===== src/rtl/sonar_scan_scheduler_if.sv =====
// Measurement bus from sonar_scan_scheduler to the controller logic.
//   meas_valid   : one-cycle strobe, a measurement is ready
//   meas_id      : index of the sensor that was measured
//   meas_width   : echo width in clocks (saturated at the timeout)
//   meas_timeout : the measurement ended by timeout
// master = scheduler (drives), slave = consumer (receives).
interface sonar_scan_scheduler_if #(
  parameter int N_SENS = 4,
  parameter int CNT_W  = 21
);
  localparam int ID_W = $clog2(N_SENS);

  logic             meas_valid;
  logic [ID_W-1:0]  meas_id;
  logic [CNT_W-1:0] meas_width;
  logic             meas_timeout;

  modport master (output meas_valid, output meas_id, output meas_width, output meas_timeout);
  modport slave  (input  meas_valid, input  meas_id, input  meas_width, input  meas_timeout);
endinterface


===== src/rtl/sonar_scan_scheduler.sv =====
// sonar_scan_scheduler: round-robin ultrasonic rangefinder scheduler.
// Fires each sensor's TRIGGER in turn, measures the synchronized ECHO pulse
// width with timeout protection, reports one tagged measurement per ping and
// keeps a quiet gap between pings.
// Ports:
//   clk, rst : clock, synchronous active-high reset
//   enable   : run scanning while high (a ping in progress always completes)
//   echo     : asynchronous ECHO lines, one per sensor
//   trigger  : registered TRIGGER lines, at most one high
//   near     : per-sensor near-object flags
//   meas     : measurement bus (sonar_scan_scheduler_if.master)
// Optional feature macro: SONAR_NEAR_DETECT_EN enables the near-object
// comparator and flags; when undefined, near is tied to 0.
module sonar_scan_scheduler #(
  parameter int N_SENS         = 4,
  parameter int TRIG_CYCLES    = 500,
  parameter int TIMEOUT_CYCLES = 1_500_000,
  parameter int GAP_CYCLES     = 3_000_000,
  parameter int THRESH_CYCLES  = 117_647,
  parameter int CNT_W          = 21
) (
  input  logic                  clk,
  input  logic                  rst,
  input  logic                  enable,
  input  logic [N_SENS-1:0]     echo,
  output logic [N_SENS-1:0]     trigger,
  output logic [N_SENS-1:0]     near,
  sonar_scan_scheduler_if.master meas
);
  localparam int ID_W  = $clog2(N_SENS);
  // The phase timer also times the gap, which can exceed the width field.
  localparam int GAP_W = $clog2(GAP_CYCLES + 1);
  localparam int TMR_W = (GAP_W > CNT_W) ? GAP_W : CNT_W;

  localparam logic [TMR_W-1:0] LP_TRIG_LAST = TMR_W'(TRIG_CYCLES - 1);
  localparam logic [TMR_W-1:0] LP_TO_LAST   = TMR_W'(TIMEOUT_CYCLES - 1);
  localparam logic [TMR_W-1:0] LP_GAP_LAST  = TMR_W'(GAP_CYCLES - 1);
  localparam logic [CNT_W-1:0] LP_W_LAST    = CNT_W'(TIMEOUT_CYCLES - 1);
  localparam logic [CNT_W-1:0] LP_W_MAX     = CNT_W'(TIMEOUT_CYCLES);
  localparam logic [ID_W-1:0]  LP_IDX_LAST  = ID_W'(N_SENS - 1);

  typedef enum logic [2:0] {
    S_IDLE,
    S_TRIG,
    S_WAIT_RISE,
    S_MEASURE,
    S_REPORT,
    S_GAP
  } state_t;

  state_t           r_state, w_state_nxt;
  logic [ID_W-1:0]  r_idx, w_idx_nxt;
  logic [TMR_W-1:0] r_tmr, w_tmr_nxt;
  logic [CNT_W-1:0] r_width, w_width_nxt;
  logic             r_to, w_to_nxt;

  logic [N_SENS-1:0] r_echo_m, r_echo_s, r_echo_d;
  logic              w_echo, w_rise, w_fall;

  logic [N_SENS-1:0] r_trigger;
  logic              r_meas_valid;
  logic [ID_W-1:0]   r_meas_id;
  logic [CNT_W-1:0]  r_meas_width;
  logic              r_meas_to;

  // r_echo_d is the previous synchronized value; it tracks continuously so an
  // echo already high when WAIT_RISE is entered yields no rise edge.
  assign w_echo = r_echo_s[r_idx];
  assign w_rise = w_echo & ~r_echo_d[r_idx];
  assign w_fall = ~w_echo & r_echo_d[r_idx];

  always_comb begin
    w_state_nxt = r_state;
    w_idx_nxt   = r_idx;
    w_tmr_nxt   = r_tmr;
    w_width_nxt = r_width;
    w_to_nxt    = r_to;
    case (r_state)
      S_IDLE: begin
        w_tmr_nxt = '0;
        if (enable) w_state_nxt = S_TRIG;
      end
      S_TRIG: begin
        if (r_tmr == LP_TRIG_LAST) begin
          w_state_nxt = S_WAIT_RISE;
          w_tmr_nxt   = '0;
        end else begin
          w_tmr_nxt = r_tmr + 1'b1;
        end
      end
      S_WAIT_RISE: begin
        if (w_rise) begin
          w_state_nxt = S_MEASURE;
          w_width_nxt = '0;
        end else if (r_tmr == LP_TO_LAST) begin
          w_state_nxt = S_REPORT;
          w_width_nxt = '0;
          w_to_nxt    = 1'b1;
        end else begin
          w_tmr_nxt = r_tmr + 1'b1;
        end
      end
      S_MEASURE: begin
        if (w_fall) begin
          w_state_nxt = S_REPORT;
          w_to_nxt    = 1'b0;
        end else if (w_echo) begin
          if (r_width == LP_W_LAST) begin
            w_state_nxt = S_REPORT;
            w_width_nxt = LP_W_MAX;
            w_to_nxt    = 1'b1;
          end else begin
            w_width_nxt = r_width + 1'b1;
          end
        end
      end
      S_REPORT: begin
        w_state_nxt = S_GAP;
        w_tmr_nxt   = '0;
      end
      S_GAP: begin
        if (r_tmr == LP_GAP_LAST) begin
          w_tmr_nxt   = '0;
          w_idx_nxt   = (r_idx == LP_IDX_LAST) ? '0 : r_idx + 1'b1;
          w_state_nxt = enable ? S_TRIG : S_IDLE;
        end else begin
          w_tmr_nxt = r_tmr + 1'b1;
        end
      end
      default: w_state_nxt = S_IDLE;
    endcase
  end

  always_ff @(posedge clk) begin
    if (rst) begin
      r_state      <= S_IDLE;
      r_idx        <= '0;
      r_tmr        <= '0;
      r_width      <= '0;
      r_to         <= 1'b0;
      r_echo_m     <= '0;
      r_echo_s     <= '0;
      r_echo_d     <= '0;
      r_trigger    <= '0;
      r_meas_valid <= 1'b0;
      r_meas_id    <= '0;
      r_meas_width <= '0;
      r_meas_to    <= 1'b0;
    end else begin
      r_state      <= w_state_nxt;
      r_idx        <= w_idx_nxt;
      r_tmr        <= w_tmr_nxt;
      r_width      <= w_width_nxt;
      r_to         <= w_to_nxt;
      r_echo_m     <= echo;
      r_echo_s     <= r_echo_m;
      r_echo_d     <= r_echo_s;
      // Trigger follows the state one clock later, so it is high for exactly
      // the TRIG_CYCLES clocks spent in S_TRIG.
      r_trigger    <= (r_state == S_TRIG) ? (N_SENS'(1) << r_idx) : '0;
      r_meas_valid <= (w_state_nxt == S_REPORT);
      if (w_state_nxt == S_REPORT) begin
        r_meas_id    <= r_idx;
        r_meas_width <= w_width_nxt;
        r_meas_to    <= w_to_nxt;
      end
    end
  end

`ifdef SONAR_NEAR_DETECT_EN
  logic [N_SENS-1:0] r_near;
  localparam logic [CNT_W-1:0] LP_THRESH = CNT_W'(THRESH_CYCLES);

  always_ff @(posedge clk) begin
    if (rst) begin
      r_near <= '0;
    end else if (w_state_nxt == S_REPORT) begin
      r_near[r_idx] <= ~w_to_nxt & (w_width_nxt < LP_THRESH);
    end
  end

  assign near = r_near;
`else
  assign near = '0;
`endif

  assign trigger           = r_trigger;
  assign meas.meas_valid   = r_meas_valid;
  assign meas.meas_id      = r_meas_id;
  assign meas.meas_width   = r_meas_width;
  assign meas.meas_timeout = r_meas_to;
endmodule


===== src/flat_wrapper.sv =====
// flat-port wrapper written by rule: the top's interface ports become plain ports
module sonar_scan_scheduler_flat 
#(
  parameter int N_SENS         = 4,
  parameter int TRIG_CYCLES    = 500,
  parameter int TIMEOUT_CYCLES = 1_500_000,
  parameter int GAP_CYCLES     = 3_000_000,
  parameter int THRESH_CYCLES  = 117_647,
  parameter int CNT_W          = 21
)
  (clk, rst, enable, echo, trigger, near, meas_meas_valid, meas_meas_id, meas_meas_width, meas_meas_timeout);
  sonar_scan_scheduler_if #(.N_SENS(N_SENS), .CNT_W(CNT_W)) meas_i ();
  input  logic clk;
  input  logic rst;
  input  logic enable;
  input  logic [N_SENS-1:0] echo;
  output logic [N_SENS-1:0] trigger;
  output logic [N_SENS-1:0] near;
  output wire logic [$bits(meas_i.meas_valid)-1:0] meas_meas_valid;
  output wire logic [$bits(meas_i.meas_id)-1:0] meas_meas_id;
  output wire logic [$bits(meas_i.meas_width)-1:0] meas_meas_width;
  output wire logic [$bits(meas_i.meas_timeout)-1:0] meas_meas_timeout;
  assign meas_meas_valid = meas_i.meas_valid;
  assign meas_meas_id = meas_i.meas_id;
  assign meas_meas_width = meas_i.meas_width;
  assign meas_meas_timeout = meas_i.meas_timeout;
  sonar_scan_scheduler #(.N_SENS(N_SENS), .TRIG_CYCLES(TRIG_CYCLES), .TIMEOUT_CYCLES(TIMEOUT_CYCLES), .GAP_CYCLES(GAP_CYCLES), .THRESH_CYCLES(THRESH_CYCLES), .CNT_W(CNT_W)) u_core (.clk(clk), .rst(rst), .enable(enable), .echo(echo), .trigger(trigger), .near(near), .meas(meas_i));
endmodule

===== config.mk =====
export PLATFORM = sky130hd
export DESIGN_NAME = sonar_scan_scheduler_flat
export DESIGN_NICKNAME = d
export VERILOG_FILES = /design/src/rtl/sonar_scan_scheduler_if.sv /design/src/rtl/sonar_scan_scheduler.sv /design/src/flat_wrapper.sv
export SDC_FILE = /design/constraint.sdc
export NUM_CORES = 1
export LEC_CHECK = 0
export ABC_AREA = 1
export ABC_CLOCK_PERIOD_IN_PS = 1700
export BUFFER_PORTS_ARGS = -buffer_cell sky130_fd_sc_hd__buf_2
export CELL_PAD_IN_SITES_DETAIL_PLACEMENT = 1
export CELL_PAD_IN_SITES_GLOBAL_PLACEMENT = 2
export CORE_UTILIZATION = 30
export DETAILED_ROUTE_END_ITERATION = 16
export PLACE_DENSITY = 0.85
export SLEW_MARGIN = 20
export SYNTH_ARGS = -nofsm -noshare
export SYNTH_HDL_FRONTEND = slang
export SYNTH_SLANG_ARGS = --single-unit

===== constraint.sdc =====
create_clock -name clk -period 1.7 [get_ports clk]
set_input_delay 0.34 -clock clk [delete_from_list [all_inputs] [get_ports clk]]
set_output_delay 0.34 -clock clk [all_outputs]
set_load 0.005 [all_outputs]

# Word-level counts from Yosys, hierarchy flattened
# Index checks and enable logic that the tools add are counted.
# totals
romBits,0
register_bits,90
memories,0
mem_bits_rw,0
latchBits,0
# op_classes
add_sub_neg,3
shift,1
eq_ne,13
muxes,32
n_reduce_logical,6
mul,0
bitwise_logic,5
n_div,0
n_lt_le_gt_ge,1
# ops
op,count
$mux W21,5
$mux W22,4
$pmux W22 S4,1
$pmux W21 S2,1
$mux W3,8
$add A22 B1 Y22 const B,1
$eq A22 B21 Y1 const B,1
$eq A22 B22 Y1 const B,1
$eq A22 B9 Y1 const B,1
$add A21 B1 Y21 const B,1
$eq A21 B21 Y1 const B,1
$pmux W3 S6,1
$eq A3 B3 Y1 const B,3
$mux W1,8
$eq A3 B2 Y1 const B,2
$bmux W1 S2,2
$ne A2 B2 Y1 const B,2
$reduce_bool A4 Y1,1
$reduce_or A2 Y1,2
$shl A1 B2 Y4 const A,1
$eq A3 B1 Y1 const B,1
$logic_not A3 Y1,1
$lt A2 B3 Y1 const B,1
$not A1 Y1,3
other kinds (7),8

# Logic depth before layout (Yosys ltp)
# depth
depth_word,7
ltp_mapped,14
depth_no_buf,13

# Worst setup path after synthesis
# No wires, ideal clock.
# synth_timing
kind,reg-to-reg
start,reg u_core.r_width[0]
end,"reg u_core.r_meas_width[13], in the netlist u_core.meas.meas_width[13]"
setup_slack_ns,-0.176
n_path_buf,1
path_stages_with_launch,14
arrival_ns,1.759
period_less_slack_ns,1.876
required_ns,1.583
cell_sequence,dfxtp_1 > ha_1 > inv_1 > nor2_4 > nand2_1 > nor2_1 > nand3_1 > nand2_1 > nand2_1 > nand2_4 > inv_2 > buf_2 > nor2_1 > nor2_1
# synth_between
elab_chain_len,6
elab_cells_between_ends,11
classes_between,add/sub: 1; eq/ne: 2; mux: 8
# synth_rtl
item,line,text
"start, declared",sonar_scan_scheduler.sv:54,"logic [CNT_W-1:0] r_width, w_width_nxt;"
"start signal, assigned",sonar_scan_scheduler.sv:153,r_width <= w_width_nxt;
branches (longest 6 deep; another with $add A21 B1 Y21),-,
"end signal, assigned",sonar_scan_scheduler.sv:164,r_meas_width <= w_width_nxt;
"end, declared",sonar_scan_scheduler.sv:63,logic [CNT_W-1:0] r_meas_width;
# Parallel ways; which one is timed is not known.
# A chain may end at the register's enable or synchronous reset.

# Worst setup path after layout
# layout_timing
start,reg u_core.r_tmr[1]
end,reg u_core.r_tmr[12]
# layout_between
elab_chain_len,4
elab_cells_between_ends,11
classes_between,add/sub: 1; eq/ne: 4; mux: 5; reduce/logical: 1
# layout_rtl
item,line,text
"start, declared",sonar_scan_scheduler.sv:53,"logic [TMR_W-1:0] r_tmr, w_tmr_nxt;"
"start signal, assigned",sonar_scan_scheduler.sv:152,r_tmr <= w_tmr_nxt;
$add A22 B1 Y22,"sonar_scan_scheduler.sv:88, sonar_scan_scheduler.sv:100, sonar_scan_scheduler.sv:127",
$mux W22,sonar_scan_scheduler.sv:95,end else if (r_tmr == LP_TO_LAST) begin
$mux W22,sonar_scan_scheduler.sv:92,if (w_rise) begin
$pmux W22 S4,sonar_scan_scheduler.sv:78,case (r_state)
# Several ways; a longest one is shown, not always the timed one. The select of a mux whose other input is x is not followed.

==> results.cfg <==
[global_routing]
antenna_found_initial = 0
grt_max_degree = 29
gr-total-overflow = 0
gr-usage-met1 = 0.2872
grt_busiest_layer = met2
grt_pass1_wl_um = 28340
grt_usage = 0.2174
use_met2 = 0.3611
grt_use_met3 = 0.03444
grt_pass1_vias = 5630

[clocking]
cts_tree = built
clk_path_buf_depth = 2
hold_buffers = 0
cts-root-buf = clkbuf_16
worstSkewPairLatency_ps = 360
htreeDepth = 3
numCtsBuffers = 9
clk_pin_slew_ps = 60
cts_sinks = 89

[min_path]
hold_path.startpoint = echo[0]
min_delay_path_depth = 3
hold_end = u_core.r_echo_m[0]$_SDFF_PP0_
min_path_type = input port to flip-flop

[pwr]
vdd_drop_max_mv = 0.4776
power.total_mw = 4.288
clkPwrFrac = 0.455
p_sw_frac = 0.2395
pwr_density_cell_nw_per_um2 = 575.8
p_switching_mw = 1.027
combPwrFrac = 0.054
seq_power_share = 0.491
power_leakage_nw = 3.217
power.internal_mw = 3.261

[place]
dpl.hpwl_um = 12500
gp_congestion = 0.8392
placed_cells = 1109
portBuffers = 35

[worst_setup_path]
crit_family = simple AND/OR/NAND/NOR gates
cpMaxStageDelayCell = dfxtp_2
max_stage_delay_ps = 350
end_kind = flip-flop
crit_type = flip-flop to flip-flop
cp.buffers_inverters = 4
worstPathRequired_ps = 1950
r2r_cells = 15
crit_top_cell = nand2_4
path_cells = ha_4 > nand2_4 > inv_2 > nand2_2 > buf_6 > nor2_4 > nand3_4 > nand2_4 > o21ai_2 > nand2_1 > nand2_2 > nand2_4 > buf_12 > buf_12 > nor2_2
worstPathArrival_ps = 2250
worstReg2RegEnd = u_core.r_tmr[12]$_SDFFE_PP0P_
start_kind = flip-flop
r2r-start = u_core.r_tmr[1]$_SDFFE_PP0P_
regToRegSetupSlack_ps = -300
path_max_fanout = 7

[sta]
setup_slack_ps = -300.5
hold_viol = 0
fin_crit_ps = 2001
setup_violations = 51
fin_worst_skew_ps = 11.43
slew_violations = 0
fin_crit_sh = 1.177
rsz0062_at_grt = true
fmax_mhz = 499.9

[yosys]
synth_warnings = 0
async_reset_ff_frac = 0
synth_seq_cells = 89
synthDominantCellAreaShare = 0.3605
synth_area_um2 = 4942
synth_edf_count = 0
synth_common_cells = 161 x nand2_1, 129 x nor2_1, 89 x dfxtp_1
yosys.area.top_type = dfxtp_1
synthTopCellsByArea = dfxtp_1 36%, nand2_1 12%, nor2_1 9.8%
syn_inst = 761
synth_ff_type = dfxtp_1
seq_area_frac_synth = 0.3605
synth.most_common_cell = nand2_1
avgSynthCellArea_um2 = 6.494
synthDistinctLibCells = 40

[run]
maxCapViolCount = 0

[route]
final_antenna_net_count = 0
vias_per_cell = 4.931
dr.first_iter.drc_count = 243
vias = 5725
drt_pass1_iterations = 4
routedWlPerCell_um = 16.54
drc = 0
wl_um = 19210

[status]
status = finished, violations left
violations = negative setup slack

[floorplanning]
ioPinCount = 40
num_rows = 46
start_util = 0.3089
die_h_um = 130.4
core_um2 = 16000
die-width_um = 130.4
die-area_um2 = 16990

[final_layout]
layout.nets = 950
diodes = 0
area_delta_synth_final_pct = 50.68
drive_gt1_frac = 0.3852
final_cells = 1161
==> metrics by stage <==
stage	TNS [ps]	cell area [um^2]	hold WS (ps)	util	worst slack [ps]
2_1_floorplan	0	4979	388.3	-	2.476
3_3_place_gp	-5603	6241	389.8	0.3901	-173.2
3_5_place_dp	-9173	6241	401.8	0.3901	-230.2
4_1_cts	-1765	7017	178.6	0.4385	-84.27
5_1_grt	-12990	7447	187.2	0.4654	-383.4
6_report	-8138	7447	181.9	0.4654	-300.5
==> power groups by stage <==
stage,registers (mW),clock network [mW],logic (mW)
6_report,2.10,1.95,0.233
5_1_grt,2.10,2.08,0.250
4_1_cts,2.10,1.99,0.203
3_5_place_dp,2.15,0,0.173
3_3_place_gp,2.15,0,0.170
2_1_floorplan,2.15,0,0.102
==> worst min-delay path, delay by kind of cell <==
family | cells | cell delay (ps)
simple gates | 1 | 60
buf+inv | 2 | 110
==> sequential cells by signal (all words and copies together), names as in the netlist <==
name                      count
u_core.r_echo_s               4
u_core.meas.meas_width       21
u_core.r_idx                  2
u_core.meas.meas_id           2
u_core.trigger                4
u_core.r_tmr                 22
u_core.r_width               21
u_core.r_echo_d               4
u_core.r_echo_m               4
u_core.r_state                3
u_core.meas.meas_valid        1
u_core.meas.meas_timeout      1
==> cells in the final DEF (no fill, tap or decap), types with 3 or more instances in the layout <==
| cell | instances |
|---|---|
| dfxtp_2 | 8 |
| nor2_1 | 94 |
| o211ai_1 | 13 |
| conb_1 | 4 |
| dfxtp_4 | 3 |
| o21ai_0 | 14 |
| nand4_1 | 29 |
| nor3_2 | 4 |
| a21oi_1 | 20 |
| nor3_1 | 11 |
| a31oi_1 | 5 |
| nand2_2 | 29 |
| nand3_1 | 65 |
| buf_12 | 8 |
| xor2_1 | 9 |
| buf_4 | 142 |
| nor2_2 | 26 |
| dfxtp_1 | 78 |
| nand2_4 | 11 |
| nand2_1 | 130 |
| o21ai_2 | 8 |
| clkbuf_16 | 9 |
| nor2_4 | 13 |
| nand3_2 | 15 |
| o21ai_1 | 20 |
| inv_1 | 79 |
| inv_4 | 4 |
| clkinvlp_4 | 3 |
| buf_2 | 35 |
| a21oi_2 | 3 |
| inv_2 | 11 |
| buf_6 | 9 |
==> routing by layer <==
metal,up-vias,part of all wire
met1,2795,0.46
li1,2814,-
met4,0,0.020
met2,87,0.49
met3,29,0.030
met5,-,0
==> worst max-delay path by stage <==
stage,from,endpoint,cells past startpoint
floorplan,u_core.r_width[1]$_SDFF_PP0_,u_core.meas.meas_width[13]$_SDFFE_PP0N_,13
global placement,u_core.r_idx[0]$_SDFFE_PP0P_,u_core.meas.meas_width[5]$_SDFFE_PP0N_,12
detailed placement,u_core.r_tmr[0]$_SDFFE_PP0P_,u_core.r_tmr[20]$_SDFFE_PP0P_,13
CTS,u_core.r_width[0]$_SDFF_PP0_,u_core.meas.meas_width[17]$_SDFFE_PP0N_,13
global route,u_core.r_tmr[7]$_SDFFE_PP0P_,u_core.r_tmr[4]$_SDFFE_PP0P_,14
finish,u_core.r_tmr[1]$_SDFFE_PP0P_,u_core.r_tmr[12]$_SDFFE_PP0P_,15
==> cells by family after synthesis <==
logic type	share of synthesized area
flops	0.3605
buf+inv	0.1159
xor+xnor	0.02304
simple gates	0.3899
other cells	0.0007588
compound gates	0.1023
fa+ha+maj	0.007596
==> repair_timing <==
item,in CTS,in global routing
buffers inserted,20,16
pin swaps,32,35
resized for setup,85,108
cloned,3,0
endpoints found under the setup margin,70,71
==> area by class of cell <==
| type | count | area [um^2] |
|---|---|---|
| Fill cell | 2060 | 8553 |
| Multi-Input combinational cell | 545 | 3115 |
| Sequential cell | 89 | 1803 |
| Timing Repair Buffer | 198 | 1588 |
| Inverter | 97 | 386.6 |
| Tap cell | 216 | 270.3 |
| Clock buffer | 12 | 256.5 |
| Clock inverter | 4 | 27.53 |
Power figures use the tool's default switching activity.
